===== config.mk =====
export PLATFORM = sky130hd
export DESIGN_NAME = judge_ctrl_flat
export DESIGN_NICKNAME = d
export VERILOG_FILES = /design/src/rtl/game_pkg.sv /design/src/rtl/judge_ctrl_if.sv /design/src/rtl/lane_judge.sv /design/src/rtl/judge_ctrl.sv /design/src/flat_wrapper.sv
export SDC_FILE = /design/constraint.sdc
export NUM_CORES = 1
export LEC_CHECK = 0
export CORE_MARGIN = 4
export CORE_UTILIZATION = 30
export DETAILED_ROUTE_END_ITERATION = 12
export DONT_BUFFER_PORTS = 1
export PLACE_DENSITY_LB_ADDON = 0.12
export SETUP_SLACK_MARGIN = 0.3
export SLEW_MARGIN = 20
export SYNTH_ARGS = -nofsm -noshare
export SYNTH_HDL_FRONTEND = slang
export SYNTH_HIERARCHICAL = 1
export SYNTH_SLANG_ARGS = --single-unit

===== constraint.sdc =====
create_clock -name clk -period 10.2 [get_ports clk]
set_clock_uncertainty 0.1 [all_clocks]
set_input_delay 3.06 -clock clk [delete_from_list [all_inputs] [get_ports clk]]
set_output_delay 3.06 -clock clk [all_outputs]
set_load 0.05 [all_outputs]

===== src/rtl/game_pkg.sv =====
`default_nettype none
// ============================================================================
//  Package  : game_pkg
//  Purpose  : Shared definitions for the rhythm-game score path: game-state
//             encodings (shared with the score counter), lane count, combo
//             width/limit and a saturating adder used for combo and miss
//             statistics.
//  Revision : 1.0  initial release
// ============================================================================
package game_pkg;

    typedef enum logic [1:0] {
        IDLE        = 2'd0,
        SONG_SELECT = 2'd1,
        GAME_PLAY   = 2'd2,
        GAME_OVER   = 2'd3
    } game_state_e;

    localparam int                 LANES     = 2;
    localparam int                 COMBO_W   = 8;
    localparam logic [COMBO_W-1:0] COMBO_MAX = 8'd255;

    // COMBO_MAX is all ones, so the carry bit alone flags overflow.
    function automatic logic [COMBO_W-1:0] sat_add(input logic [COMBO_W-1:0] a,
                                                   input logic [1:0]         b);
        logic [COMBO_W:0] s;
        s = {1'b0, a} + {{(COMBO_W-1){1'b0}}, b};
        return s[COMBO_W] ? COMBO_MAX : s[COMBO_W-1:0];
    endfunction

endpackage
`default_nettype wire


===== src/rtl/judge_ctrl_if.sv =====
`default_nettype none
// ============================================================================
//  Interface : judge_ctrl_if
//  Purpose   : Control/result bundle between the game front end and
//              judge_ctrl.
//  Signals   : start_btn, sel_btn, song_end, tick  - one-cycle pulses
//              note[LANES], hit_btn[LANES]         - lane inputs
//              current_state, inp, combo,
//              max_combo, miss_cnt                  - judge results
//  Modports  : master (drives pulses/buttons), slave (judge_ctrl)
//  Revision  : 1.0  initial release
// ============================================================================
interface judge_ctrl_if;
    import game_pkg::*;

    logic               start_btn;
    logic               sel_btn;
    logic               song_end;
    logic               tick;
    logic [LANES-1:0]   note;
    logic [LANES-1:0]   hit_btn;
    logic [1:0]         current_state;
    logic [LANES-1:0]   inp;
    logic [COMBO_W-1:0] combo;
    logic [COMBO_W-1:0] max_combo;
    logic [COMBO_W-1:0] miss_cnt;

    modport master (
        output start_btn, sel_btn, song_end, tick, note, hit_btn,
        input  current_state, inp, combo, max_combo, miss_cnt
    );

    modport slave (
        input  start_btn, sel_btn, song_end, tick, note, hit_btn,
        output current_state, inp, combo, max_combo, miss_cnt
    );

endinterface
`default_nettype wire


===== src/rtl/lane_judge.sv =====
`default_nettype none
// ============================================================================
//  Module   : lane_judge
//  Purpose  : One button lane: rising-edge detect, hit window down-counter
//             and per-cycle hit/miss verdicts.
//  Ports    : clk, rst      - clock, async active-high reset
//             play_i        - judging enabled (GAME_PLAY, not song-end cycle);
//                             when low the window is discarded silently
//             tick_i,note_i - chart strobe and this lane's note flag
//             hit_btn_i     - lane button level
//             hit_o, miss_o - verdicts for this cycle
//  Config   : JUDGE_GHOST_PENALTY_EN - a press on a closed window is a miss
//  Revision : 1.0  initial release
// ============================================================================
module lane_judge #(
    parameter int WINDOW = 8
) (
    input  wire logic clk,
    input  wire logic rst,
    input  wire logic play_i,
    input  wire logic tick_i,
    input  wire logic note_i,
    input  wire logic hit_btn_i,
    output logic      hit_o,
    output logic      miss_o
);

    logic       prev_q;
    logic [7:0] cnt_q;
    logic [7:0] cnt_d;
    logic       rise;
    logic       win_open;
    logic       load;

    always_comb begin
        rise     = hit_btn_i & ~prev_q;
        win_open = (cnt_q != 8'd0);
        load     = tick_i & note_i;
        hit_o    = 1'b0;
        miss_o   = 1'b0;
        cnt_d    = 8'd0;
        if (play_i) begin
            // The press is judged against the window already open; a note
            // arriving in the same cycle only loads afterwards.
            hit_o  = rise & win_open;
            // Expiry and supersede in one cycle are the same old note: one miss.
            miss_o = win_open & ~rise & ((cnt_q == 8'd1) | load);
`ifdef JUDGE_GHOST_PENALTY_EN
            if (rise && !win_open) begin
                miss_o = 1'b1;
            end
`endif
            if (load) begin
                cnt_d = 8'(WINDOW);
            end else if (win_open && !rise) begin
                cnt_d = cnt_q - 8'd1;
            end
        end
    end

    always_ff @(posedge clk or posedge rst) begin
        if (rst) begin
            prev_q <= 1'b0;
            cnt_q  <= 8'd0;
        end else begin
            prev_q <= hit_btn_i;
            cnt_q  <= cnt_d;
        end
    end

endmodule
`default_nettype wire


===== src/rtl/judge_ctrl.sv =====
`default_nettype none
// ============================================================================
//  Module   : judge_ctrl
//  Purpose  : Rhythm-game gameplay sequencer. Game-state FSM, per-lane note
//             judging, combo and results-screen statistics.
//  Ports    : clk, rst  - clock, async active-high reset
//             bus       - judge_ctrl_if.slave (pulses, lane inputs, results)
//  Params   : WINDOW    - cycles a note stays hittable after its tick (1..255)
//  Config   : JUDGE_GHOST_PENALTY_EN - presses on closed lanes count as misses
//  Revision : 1.0  initial release
// ============================================================================
module judge_ctrl
    import game_pkg::*;
#(
    parameter int WINDOW = 8
) (
    input  wire logic   clk,
    input  wire logic   rst,
    judge_ctrl_if.slave bus
);

    game_state_e        state_q, state_d;
    logic [LANES-1:0]   inp_q, inp_d;
    logic [COMBO_W-1:0] combo_q, combo_d;
    logic [COMBO_W-1:0] max_q, max_d;
    logic [COMBO_W-1:0] miss_q, miss_d;
    logic [LANES-1:0]   hit_w;
    logic [LANES-1:0]   miss_w;
    logic [1:0]         n_hit;
    logic [1:0]         n_miss;
    logic               play;

    // The song_end cycle drops every verdict and discards open windows.
    assign play = (state_q == GAME_PLAY) && !bus.song_end;

    generate
        for (genvar i = 0; i < LANES; i++) begin : g_lane
            lane_judge #(.WINDOW(WINDOW)) u_lane (
                .clk       (clk),
                .rst       (rst),
                .play_i    (play),
                .tick_i    (bus.tick),
                .note_i    (bus.note[i]),
                .hit_btn_i (bus.hit_btn[i]),
                .hit_o     (hit_w[i]),
                .miss_o    (miss_w[i])
            );
        end
    endgenerate

    always_comb begin
        state_d = state_q;
        inp_d   = '0;
        combo_d = combo_q;
        max_d   = max_q;
        miss_d  = miss_q;
        n_hit   = 2'd0;
        n_miss  = 2'd0;
        for (int i = 0; i < LANES; i++) begin
            n_hit  += {1'b0, hit_w[i]};
            n_miss += {1'b0, miss_w[i]};
        end
        case (state_q)
            IDLE: begin
                if (bus.start_btn) state_d = SONG_SELECT;
            end
            SONG_SELECT: begin
                if (bus.sel_btn) begin
                    state_d = GAME_PLAY;
                    combo_d = '0;
                    max_d   = '0;
                    miss_d  = '0;
                end
            end
            GAME_PLAY: begin
                if (bus.song_end) begin
                    state_d = GAME_OVER;
                end else begin
                    inp_d   = hit_w;
                    // A miss breaks the streak even if the other lane hit.
                    combo_d = (n_miss != 2'd0) ? '0 : sat_add(combo_q, n_hit);
                    if (combo_d > max_q) max_d = combo_d;
                    miss_d  = sat_add(miss_q, n_miss);
                end
            end
            GAME_OVER: begin
                if (bus.start_btn) state_d = IDLE;
            end
        endcase
    end

    always_ff @(posedge clk or posedge rst) begin
        if (rst) begin
            state_q <= IDLE;
            inp_q   <= '0;
            combo_q <= '0;
            max_q   <= '0;
            miss_q  <= '0;
        end else begin
            state_q <= state_d;
            inp_q   <= inp_d;
            combo_q <= combo_d;
            max_q   <= max_d;
            miss_q  <= miss_d;
        end
    end

    assign bus.current_state = state_q;
    assign bus.inp           = inp_q;
    assign bus.combo         = combo_q;
    assign bus.max_combo     = max_q;
    assign bus.miss_cnt      = miss_q;

endmodule
`default_nettype wire

===== src/flat_wrapper.sv =====
// flat-port wrapper written by rule: the top's interface ports become plain ports
module judge_ctrl_flat import game_pkg::*;
#(
    parameter int WINDOW = 8
)
  (clk, rst, bus_start_btn, bus_sel_btn, bus_song_end, bus_tick, bus_note, bus_hit_btn, bus_current_state, bus_inp, bus_combo, bus_max_combo, bus_miss_cnt);
  judge_ctrl_if bus_i ();
  input  wire logic clk;
  input  wire logic rst;
  input wire logic [$bits(bus_i.start_btn)-1:0] bus_start_btn;
  input wire logic [$bits(bus_i.sel_btn)-1:0] bus_sel_btn;
  input wire logic [$bits(bus_i.song_end)-1:0] bus_song_end;
  input wire logic [$bits(bus_i.tick)-1:0] bus_tick;
  input wire logic [$bits(bus_i.note)-1:0] bus_note;
  input wire logic [$bits(bus_i.hit_btn)-1:0] bus_hit_btn;
  output wire logic [$bits(bus_i.current_state)-1:0] bus_current_state;
  output wire logic [$bits(bus_i.inp)-1:0] bus_inp;
  output wire logic [$bits(bus_i.combo)-1:0] bus_combo;
  output wire logic [$bits(bus_i.max_combo)-1:0] bus_max_combo;
  output wire logic [$bits(bus_i.miss_cnt)-1:0] bus_miss_cnt;
  assign bus_i.start_btn = bus_start_btn;
  assign bus_i.sel_btn = bus_sel_btn;
  assign bus_i.song_end = bus_song_end;
  assign bus_i.tick = bus_tick;
  assign bus_i.note = bus_note;
  assign bus_i.hit_btn = bus_hit_btn;
  assign bus_current_state = bus_i.current_state;
  assign bus_inp = bus_i.inp;
  assign bus_combo = bus_i.combo;
  assign bus_max_combo = bus_i.max_combo;
  assign bus_miss_cnt = bus_i.miss_cnt;
  judge_ctrl #(.WINDOW(WINDOW)) u_core (.clk(clk), .rst(rst), .bus(bus_i));
endmodule

======== Yosys cells after proc, flatten, opt, wreduce, memory -nomap -nowiden ========
Cells that the tools add are included.
cells by class
  order comparisons ....................... 1
  muxes and demuxes ....................... 28
  equality and inequality tests ........... 11
  add/subtract/negate cells ............... 6
  reductions and logical operators ........ 14
  bitwise logic cells ..................... 16
operators by type and width
  kind                   count
  $mux W8                14
  $pmux W8 S2            3
  $add A8 B2 Y9          2
  $eq A8 B1 Y1 const B   2
  $reduce_bool A8 Y1     2
  $sub A8 B1 Y8 const B  2
  $mux W2                6
  $ne A2 B2 Y1 const B   6
  $and A1 B1 Y1          10
  $gt A8 B8 Y1           1
  $pmux W2 S4            1
  $reduce_and A4 Y1      2
  $add A1 B1 Y2          2
  $eq A2 B2 Y1 const B   2
  $mux W1                4
  $not A1 Y1             4
  $reduce_bool A2 Y1     2
  $logic_and A1 B1 Y1    3
  $logic_not A1 Y1       3
  $reduce_and A3 Y1      1
  $eq A2 B1 Y1 const B   1
  $logic_not A2 Y1       1
  $or A1 B1 Y1           2
word-level totals
  bits of input ports ..................... 10
  word-level logic and storage cells ...... 85
  register bits ........................... 46

======== Logic depth before layout (Yosys ltp) ========
Gate-level depths: netlist of the first run.
  depth in word-level cells ............... 13
  depth in mapped cells ................... 20

======== By module ========
Netlist of the first run, hierarchy kept.
modules (own cells, without submodules)
  module      cells an instance  sequential area each (um^2)  instances  area each (um^2)
  judge_ctrl  206                700.7                        1          1856.8
  lane_judge  45                 225.2                        2          466.7

======== Least setup slack after synthesis of the first run ========
Ideal clock, no wire load.
  path kind ............................... in2reg
  start ................................... input port bus_song_end
  end ..................................... register u_core.max_q[3], in the netlist u_core/bus.max_combo[3]
  stages .................................. 17
  arrival time ............................ 6.074 ns
  setup time .............................. 0.125 ns
  path slack .............................. 3.902 ns
  required time ........................... 9.975 ns
  path buffers ............................ 1
  path through ............................ nor2b_1 buf_4 o21ai_0 nor2_1 inv_1 fa_1 inv_1 ha_1 nand3_1 or2_2 o21ai_0 and2_1 ha_1 a21oi_1 a21oi_1 o21ai_4 mux2_2
between the ends
  cells in the longest elaborated chain, start to end .. 10
  elaborated cells on any way between the ends .. 19
  classes of those cells .................. add/sub: 3; order compare: 1; eq/ne: 2; mux: 9; reduce/logical: 4
ends and longest elaborated chain
  item                                                                      RTL line            text
  start: declaration                                                        flat_wrapper.sv:12  input wire logic [$bits(bus_i.song_end)-1:0] bus_song_end;
  $logic_not A1 Y1 (*)                                                      judge_ctrl.sv:34    assign play = (state_q == GAME_PLAY) && !bus.song_end;
  $logic_and A1 B1 Y1 (*)                                                   judge_ctrl.sv:34
  named net u_core.play                                                     judge_ctrl.sv:31    logic play;
  $mux W1 (*)                                                               lane_judge.sv:42    if (play_i) begin
  named net u_core.hit_w[0]                                                 judge_ctrl.sv:27    logic [LANES-1:0] hit_w;
  $add A1 B1 Y2 (*)                                                         judge_ctrl.sv:60    n_hit += {1'b0, hit_w[i]};
  $add A8 B2 Y9 (*)                                                         game_pkg.sv:27      s = {1'b0, a} + {{(COMBO_W-1){1'b0}}, b};
  $mux W8 (*)                                                               game_pkg.sv:28      return s[COMBO_W] ? COMBO_MAX : s[COMBO_W-1:0];
  $mux W8 (*)                                                               judge_ctrl.sv:81    combo_d = (n_miss != 2'd0) ? '0 : sat_add(combo_q, n_hit);
  $gt A8 B8 Y1 / $mux W8 (equally long branches)                            judge_ctrl.sv:82    if (combo_d > max_q) max_d = combo_d;
  $ne A2 B2 Y1 (no source line) / $mux W8 (equally long branches)           --
  $reduce_and A4 Y1 (no source line) / $pmux W8 S2 (equally long branches)  --
  end signal: assignment                                                    judge_ctrl.sv:103   max_q <= max_d;
  end: declaration                                                          judge_ctrl.sv:25    logic [COMBO_W-1:0] max_q, max_d;
Mark *: on every way through the listed nets, which the timed path passes. The rest lies on a longest branch. The select of a mux whose other input is x is not followed.
A chain may end at the register's enable or synchronous reset.

======== Final worst setup path of the first run ========
  start ................................... input port bus_song_end
  end ..................................... register u_core.max_q[3], in the netlist u_core/bus.max_combo[3]
between the ends
  cells in the longest elaborated chain, start to end .. 10
  elaborated cells on any way between the ends .. 19
  classes of those cells .................. add/sub: 3; order compare: 1; eq/ne: 2; mux: 9; reduce/logical: 4
ends and longest elaborated chain
  item                                                                      RTL line
  $logic_not A1 Y1 (*)                                                      judge_ctrl.sv:34
  $logic_and A1 B1 Y1 (*)                                                   judge_ctrl.sv:34
  $mux W1 (*)                                                               lane_judge.sv:42
  named net u_core.hit_w[0]                                                 judge_ctrl.sv:27
  $add A1 B1 Y2 (*)                                                         judge_ctrl.sv:60
  $add A8 B2 Y9 (*)                                                         game_pkg.sv:27
  $mux W8 (*)                                                               game_pkg.sv:28
  $mux W8 (*)                                                               judge_ctrl.sv:81
  $gt A8 B8 Y1 / $mux W8 (equally long branches)                            judge_ctrl.sv:82
  $ne A2 B2 Y1 (no source line) / $mux W8 (equally long branches)           --
  $reduce_and A4 Y1 (no source line) / $pmux W8 S2 (equally long branches)  --
Marked as above.

==> results of run 1 <==
## layer usage
layer / part of all wire, % / wire length [um]
met1: 49 / 3140
met2: 45 / 2880
met3: 4.2 / 266
met4: 1.5 / 97
met5: 0 / 0
## flip-flops by register name (all words and copies together) (netlist names)
register                     cells
u_core/bus.max_combo             8
u_core/bus.combo                 8
u_core/bus.inp                   2
u_core/g_lane.u_lane/cnt_q      16
u_core/bus.miss_cnt              8
u_core/bus.current_state         2
u_core/g_lane.u_lane/prev_q      2
## metrics by stage
step	hold WS (ns)	std cells	power (mW)	worst slack, ns
after detailed placement	0.404	399	0.354	2.92
after CTS	0.418	407	0.489	3.25
after floorplan	0.369	296	0.324	3.90
after global routing	0.452	407	0.513	2.92
after global placement	0.406	399	0.354	3.07
final	0.412	407	0.479	3.24
## final cells by class
class	instances	share of cell area (%)
Clock buffer	8	3.65
Inverter	28	3.49
Multi-Input combinational cell	216	49.9
Sequential cell	46	38.2
Tap cell	108	4.48
Timing Repair Buffer	1	0.249
## worst max-delay path: stages
cell     delay (ns)
nor2b_1        0.64
o21ai_0        0.39
nor2_1         0.22
inv_1          0.07
fa_1           0.40
inv_1          0.09
ha_1           0.19
nand3_1        0.12
or2_2          0.36
o21ai_0        0.10
and2_1         0.16
ha_1           0.25
a21oi_1        0.18
a21oi_1        0.12
o21ai_4        0.32
mux2_2         0.37
## final timing paths
check	from	end	slack, ns	cells after the start
setup / recovery	bus_song_end	u_core/bus.max_combo[3]	3.24	16
hold / removal	u_core/g_lane[0].u_lane/cnt_q[0]	u_core/g_lane[0].u_lane/cnt_q[0]	0.41	1
setup reg to reg	u_core/bus.current_state[0]	u_core/bus.max_combo[3]	4.81	18
hold reg to reg	u_core/g_lane[0].u_lane/cnt_q[0]	u_core/g_lane[0].u_lane/cnt_q[0]	0.41	1
max in group asynchronous	rst	u_core/bus.miss_cnt[1]	7.08	2
min in group asynchronous	rst	u_core/g_lane[1].u_lane/cnt_q[5]	2.51	1
## logic make-up (layout without fill, tap and decap cells)
logic type               count (synthesis)  in the layout  share of synthesized area [%]
multiplexers                            11             11                           4.26
XOR/XNOR                                 7              7                           2.20
AND/OR/NAND/NOR                        104            104                           20.4
buffers and inverters                   34             37                           4.80
adder cells (fa/ha/maj)                 24             24                           11.3
AO/OA/AOI/OAI                           70             70                           15.8
flip-flops                              46             46                           41.3
## report_power, final
| part | switching (mW) | internal [mW] |
|---|---|---|
| sequential | 0.0236 | 0.189 |
| combinational | 0.0884 | 0.0478 |
| clock | 0.0621 | 0.0686 |
| total | 0.174 | 0.305 |
## layout by cell type (no fill, tap or decap), types with 3 or more instances in the layout
master / synthesis / layout
mux2_2: 6 / 6
o21ai_0: 27 / 27
dfrtp_1: 46 / 46
clkbuf_8: 0 / 8
nand2_1: 23 / 23
mux2i_1: 4 / 4
inv_1: 28 / 28
and2_1: 9 / 9
a31oi_1: 3 / 3
nand3_1: 8 / 8
o31ai_1: 4 / 4
xnor2_1: 5 / 5
nor2b_1: 5 / 5
a21o_1: 5 / 5
a21oi_1: 17 / 17
nor2_1: 24 / 24
nand2b_1: 5 / 5
ha_1: 22 / 22
or3_2: 4 / 4
nand4_1: 5 / 5
==> results.sh, run 1 <==
export IMPL_ys_top_cells_by_area="dfrtp_1, ha_1, o21ai_0, inv_1, nor2_1"
export IMPL_clk_pin_slew_ns=0.09
export IMPL_drt_initial_drc_count=50
export IMPL_slew_violations=0
export IMPL_required_ns=10.28
export IMPL_viasPerCell=5.01
export IMPL_htree_levels=2
export IMPL_cts_resized=0
export IMPL_area_growth_pct=8.03
export IMPL_grt_pass1_vias=1990
export IMPL_final_nets=332
export IMPL_fin_crit_ns=6.96
export IMPL_place_congestion=0.841
export IMPL_power_density_nw_per_um2=159
export IMPL_cts_tree="done"
export IMPL_synth_top_area_share_pct=41.3
export IMPL_vias=2041
export IMPL_critPathMaxFanout=13
export IMPL_relSlewSlack_pct=43.5
export IMPL_synth_area_sq_um=2790
export IMPL_final_util_pct=33.9
export IMPL_diodes=0
export IMPL_peakVddDrop_uv=74.0
export IMPL_ys_seq_area_share_pct=41.3
export IMPL_syn_nets=330
export IMPL_cts_hold_buf=0
export IMPL_syn_inst=296
export IMPL_start_kind="primary input"
export IMPL_maxCapViolCount=0
export IMPL_clock_latency_ns=0.29
export IMPL_antenna_found_initial=0
export IMPL_synth_warnings=6
export IMPL_cts_root_buf="clkbuf_8"
export IMPL_status="finished clean"
export IMPL_tightest_slew_ns=0.846
export IMPL_drc=0
export IMPL_leakage_nw=1.45
export IMPL_period_share_pct=68.2
export IMPL_io_pins=38
export IMPL_grt_overflow=0
export IMPL_fillCellCount=912
export IMPL_synthArstFlopShare_pct=100
export IMPL_design_area_sq_um=3010
export IMPL_post_cts_setup_buffers=0
export IMPL_top_usage_layer="met2"
export IMPL_grt_pass1_wl_um=10500
export IMPL_port_buffers=0
export IMPL_synth_seq_cells=46
export IMPL_synth_ff_type="dfrtp_1"
export IMPL_cts_made_buffers=5
export IMPL_hold_class="reg -> reg"
export IMPL_row_count=34
export IMPL_worstSetupPathType="in -> reg"
export IMPL_initial_core_util_pct=31.4
export IMPL_dieWidth_um=104
export IMPL_synth_edf_count=0
export IMPL_synth_top_area_cell="dfrtp_1"
export IMPL_regArea_sq_um=1150
export IMPL_max_clock_freq_mhz=144
export IMPL_wl_um=6390
export IMPL_dieArea_sq_um=10900
export IMPL_grt_use_met3_pct=3.23
export IMPL_die_y_um=104
export IMPL_synth_avg_cell_area_sq_um=9.43
export IMPL_multi_input_area_sq_um=1510
export IMPL_ant_nets=0
export IMPL_grtUsageMet2_pct=18.2
export IMPL_yosysMostFrequentCell="dfrtp_1"
export IMPL_wl_per_cell_um=15.7
export IMPL_hold_viol_final=0
export IMPL_grt_setup_unrepaired="no"
export IMPL_ys_types=47
export IMPL_cts_sinks=46
export IMPL_drive_gt1_share_pct=10.4
export IMPL_track_usage_pct=11.8
export IMPL_setup_viol=0
export IMPL_firstDrtPassIters=4
export IMPL_synth_commonest_cells="dfrtp_1, inv_1, o21ai_0, nor2_1, nand2_1"
export IMPL_dpl_cell_area_sq_um=2900
export IMPL_grt_max_degree=29
export IMPL_end_kind="flip-flop"
export IMPL_fin_setup_tns_ns=0
export IMPL_clock_path_buffers=2
export IMPL_coreArea_sq_um=8890
export IMPL_dp_hpwl_um=4850
export IMPL_grt_use_met1_pct=16.1
export IMPL_arrival_ns=7.04
No activity file was read; power rests on OpenSTA's default activity.
==> run 2: changes to the inputs <==
- clock period: 10.2 -> 6.5 ns (I/O delays scaled with it)
==> results.sh, run 2 (synthesis gave the netlist of run 1 again) <==
export IMPL_hold_class="reg -> reg"
export IMPL_maxCapViolCount=0
export IMPL_wl_met1_um=3040
export IMPL_diodes=0
export IMPL_wl_per_cell_um=15.7
export IMPL_timing_final_ws_setup_ns=1.27
export IMPL_design_area_sq_um=3050
export IMPL_final_util_pct=34.4
export IMPL_power_density_nw_per_um2=268
export IMPL_status="finished clean"
export IMPL_grt_overflow=0
export IMPL_row_count=34
export IMPL_antenna_found_initial=0
export IMPL_hold_viol_final=0
export IMPL_dpl_cell_area_sq_um=2910
export IMPL_viasPerCell=5.17
export IMPL_clk_pin_slew_ns=0.09
export IMPL_cts_hold_buf=0
export IMPL_worstSetupPathType="in -> reg"
export IMPL_fin_setup_tns_ns=0
export IMPL_place_ws_ns=0.939
export IMPL_grt_pass1_vias=1982
export IMPL_cts_root_buf="clkbuf_8"
export IMPL_htree_levels=2
export IMPL_setup_viol=0
export IMPL_startpoint="bus_song_end"
export IMPL_place_congestion=0.825
export IMPL_tightest_slew_ns=0.669
export IMPL_r2r_end="u_core/bus.max_combo[3]"
export IMPL_holdCritStartpoint="u_core/g_lane[1].u_lane/cnt_q[0]"
export IMPL_post_cts_setup_buffers=0
export IMPL_r2r_slack_ns=1.73
export IMPL_relSlewSlack_pct=55.4
export IMPL_maxUsedRoutingLayer="met4"
export IMPL_coreArea_sq_um=8890
export IMPL_firstDrtPassIters=4
export IMPL_peakVddDrop_uv=115
export IMPL_largest_register_ffs=16
export IMPL_fin_crit_ns=5.23
export IMPL_initial_core_util_pct=31.4
export IMPL_ant_nets=0
export IMPL_track_usage_pct=12.1
export IMPL_cts_resized=0
export IMPL_cts_sinks=46
export IMPL_leakage_nw=1.47
export IMPL_wl_met3_um=306
export IMPL_regMostFlops="u_core/g_lane.u_lane/cnt_q"
export IMPL_max_clock_freq_mhz=191
export IMPL_io_pins=38
export IMPL_required_ns=6.59
export IMPL_dieArea_sq_um=10900
export IMPL_regArea_sq_um=1150
export IMPL_end_kind="flip-flop"
export IMPL_dp_hpwl_um=4850
export IMPL_drc=0
export IMPL_slew_violations=0
export IMPL_period_share_pct=80.4
export IMPL_grt_max_degree=29
export IMPL_area_growth_pct=9.46
export IMPL_dpl_cell_count=400
export IMPL_clock_latency_ns=0.30
export IMPL_cts_made_buffers=5
export IMPL_met2WireLength_um=3010
export IMPL_grt_pass1_wl_um=10600
export IMPL_grt_setup_unrepaired="no"
export IMPL_critPathMaxFanout=13
export IMPL_vias=2108
export IMPL_final_cell_mix="dfrtp_1, inv_1, o21ai_0"
export IMPL_port_buffers=0
export IMPL_wl_um=6390
export IMPL_dieWidth_um=104
export IMPL_min_path_cells=1
export IMPL_worstHoldEndpoint="u_core/g_lane[1].u_lane/cnt_q[0]"
export IMPL_drt_initial_drc_count=48
export IMPL_start_kind="primary input"
export IMPL_cts_tree="done"
export IMPL_multi_input_area_sq_um=1510
export IMPL_fillCellCount=911
export IMPL_final_nets=333
export IMPL_clock_path_buffers=2
export IMPL_stdcell_count=408
export IMPL_layout_commonest_cell="dfrtp_1"
export IMPL_reg2reg_from="u_core/bus.current_state[0]"
export IMPL_drive_gt1_share_pct=10.7
export IMPL_arrival_ns=5.32
export IMPL_die_y_um=104
export IMPL_worstRegToRegCells=19
[run 2: cell types whose count changed in the layout (fill, tap and decap cells not counted)]
| cell | before | now |
|---|---|---|
| bufinv_16 | 0 | 2 |
| clkbuf_8 | 8 | 6 |
| buf_4 | 1 | 2 |
[run 2: layer usage]
metal  global-route usage [%]  vias to the layer above
met4                     3.70                        0
li1                         -                     1042
met3                     3.10                        2
met1                     16.2                     1032
met2                     19.1                       32
met5                        0                        -
[run 2: worst max path at each step]
| stage | to | cells past startpoint | slack (ns) |
|---|---|---|---|
| final | u_core/bus.max_combo[3] | 17 | 1.27 |
| after global routing | u_core/bus.max_combo[3] | 18 | 0.92 |
| after CTS | u_core/bus.max_combo[3] | 17 | 1.27 |
| after detailed placement | u_core/bus.max_combo[6] | 17 | 0.94 |
| after global placement | u_core/bus.max_combo[6] | 18 | 1.04 |
| after floorplan | u_core/bus.max_combo[3] | 17 | 1.31 |
[run 2: power breakdown]
| group | internal (mW) | switching (mW) | leakage, nW |
|---|---|---|---|
| registers | 0.296 | 0.0361 | 0.634 |
| logic | 0.0766 | 0.140 | 0.766 |
| clock network | 0.164 | 0.104 | 0.0714 |
[run 2: metrics by stage]
step / hold WS [ns] / total power [mW]
5_1_grt: 0.448 / 0.874
2_1_floorplan: 0.369 / 0.509
4_1_cts: 0.423 / 0.832
6_report: 0.419 / 0.818
3_5_place_dp: 0.408 / 0.557
3_3_place_gp: 0.400 / 0.558
[run 2: final cells by class]
| class | count | share of cell area (%) |
|---|---|---|
| Multi-Input combinational cell | 216 | 49.3 |
| Sequential cell | 46 | 37.7 |
| Tap cell | 108 | 4.42 |
| Inverter | 28 | 3.44 |
| Clock buffer | 6 | 2.70 |
| Clock inverter | 2 | 1.97 |
| Timing Repair Buffer | 2 | 0.492 |
[run 2: critical path: stages]
cell	delay (ns)
nor2b_1	0.08
buf_4	0.19
o21ai_0	0.18
nor2_1	0.17
inv_1	0.07
fa_1	0.41
inv_1	0.08
ha_1	0.20
nand3_1	0.13
or2_2	0.36
o21ai_0	0.10
and2_1	0.16
ha_1	0.25
a21oi_1	0.15
a21oi_1	0.11
o21ai_4	0.32
mux2_2	0.38
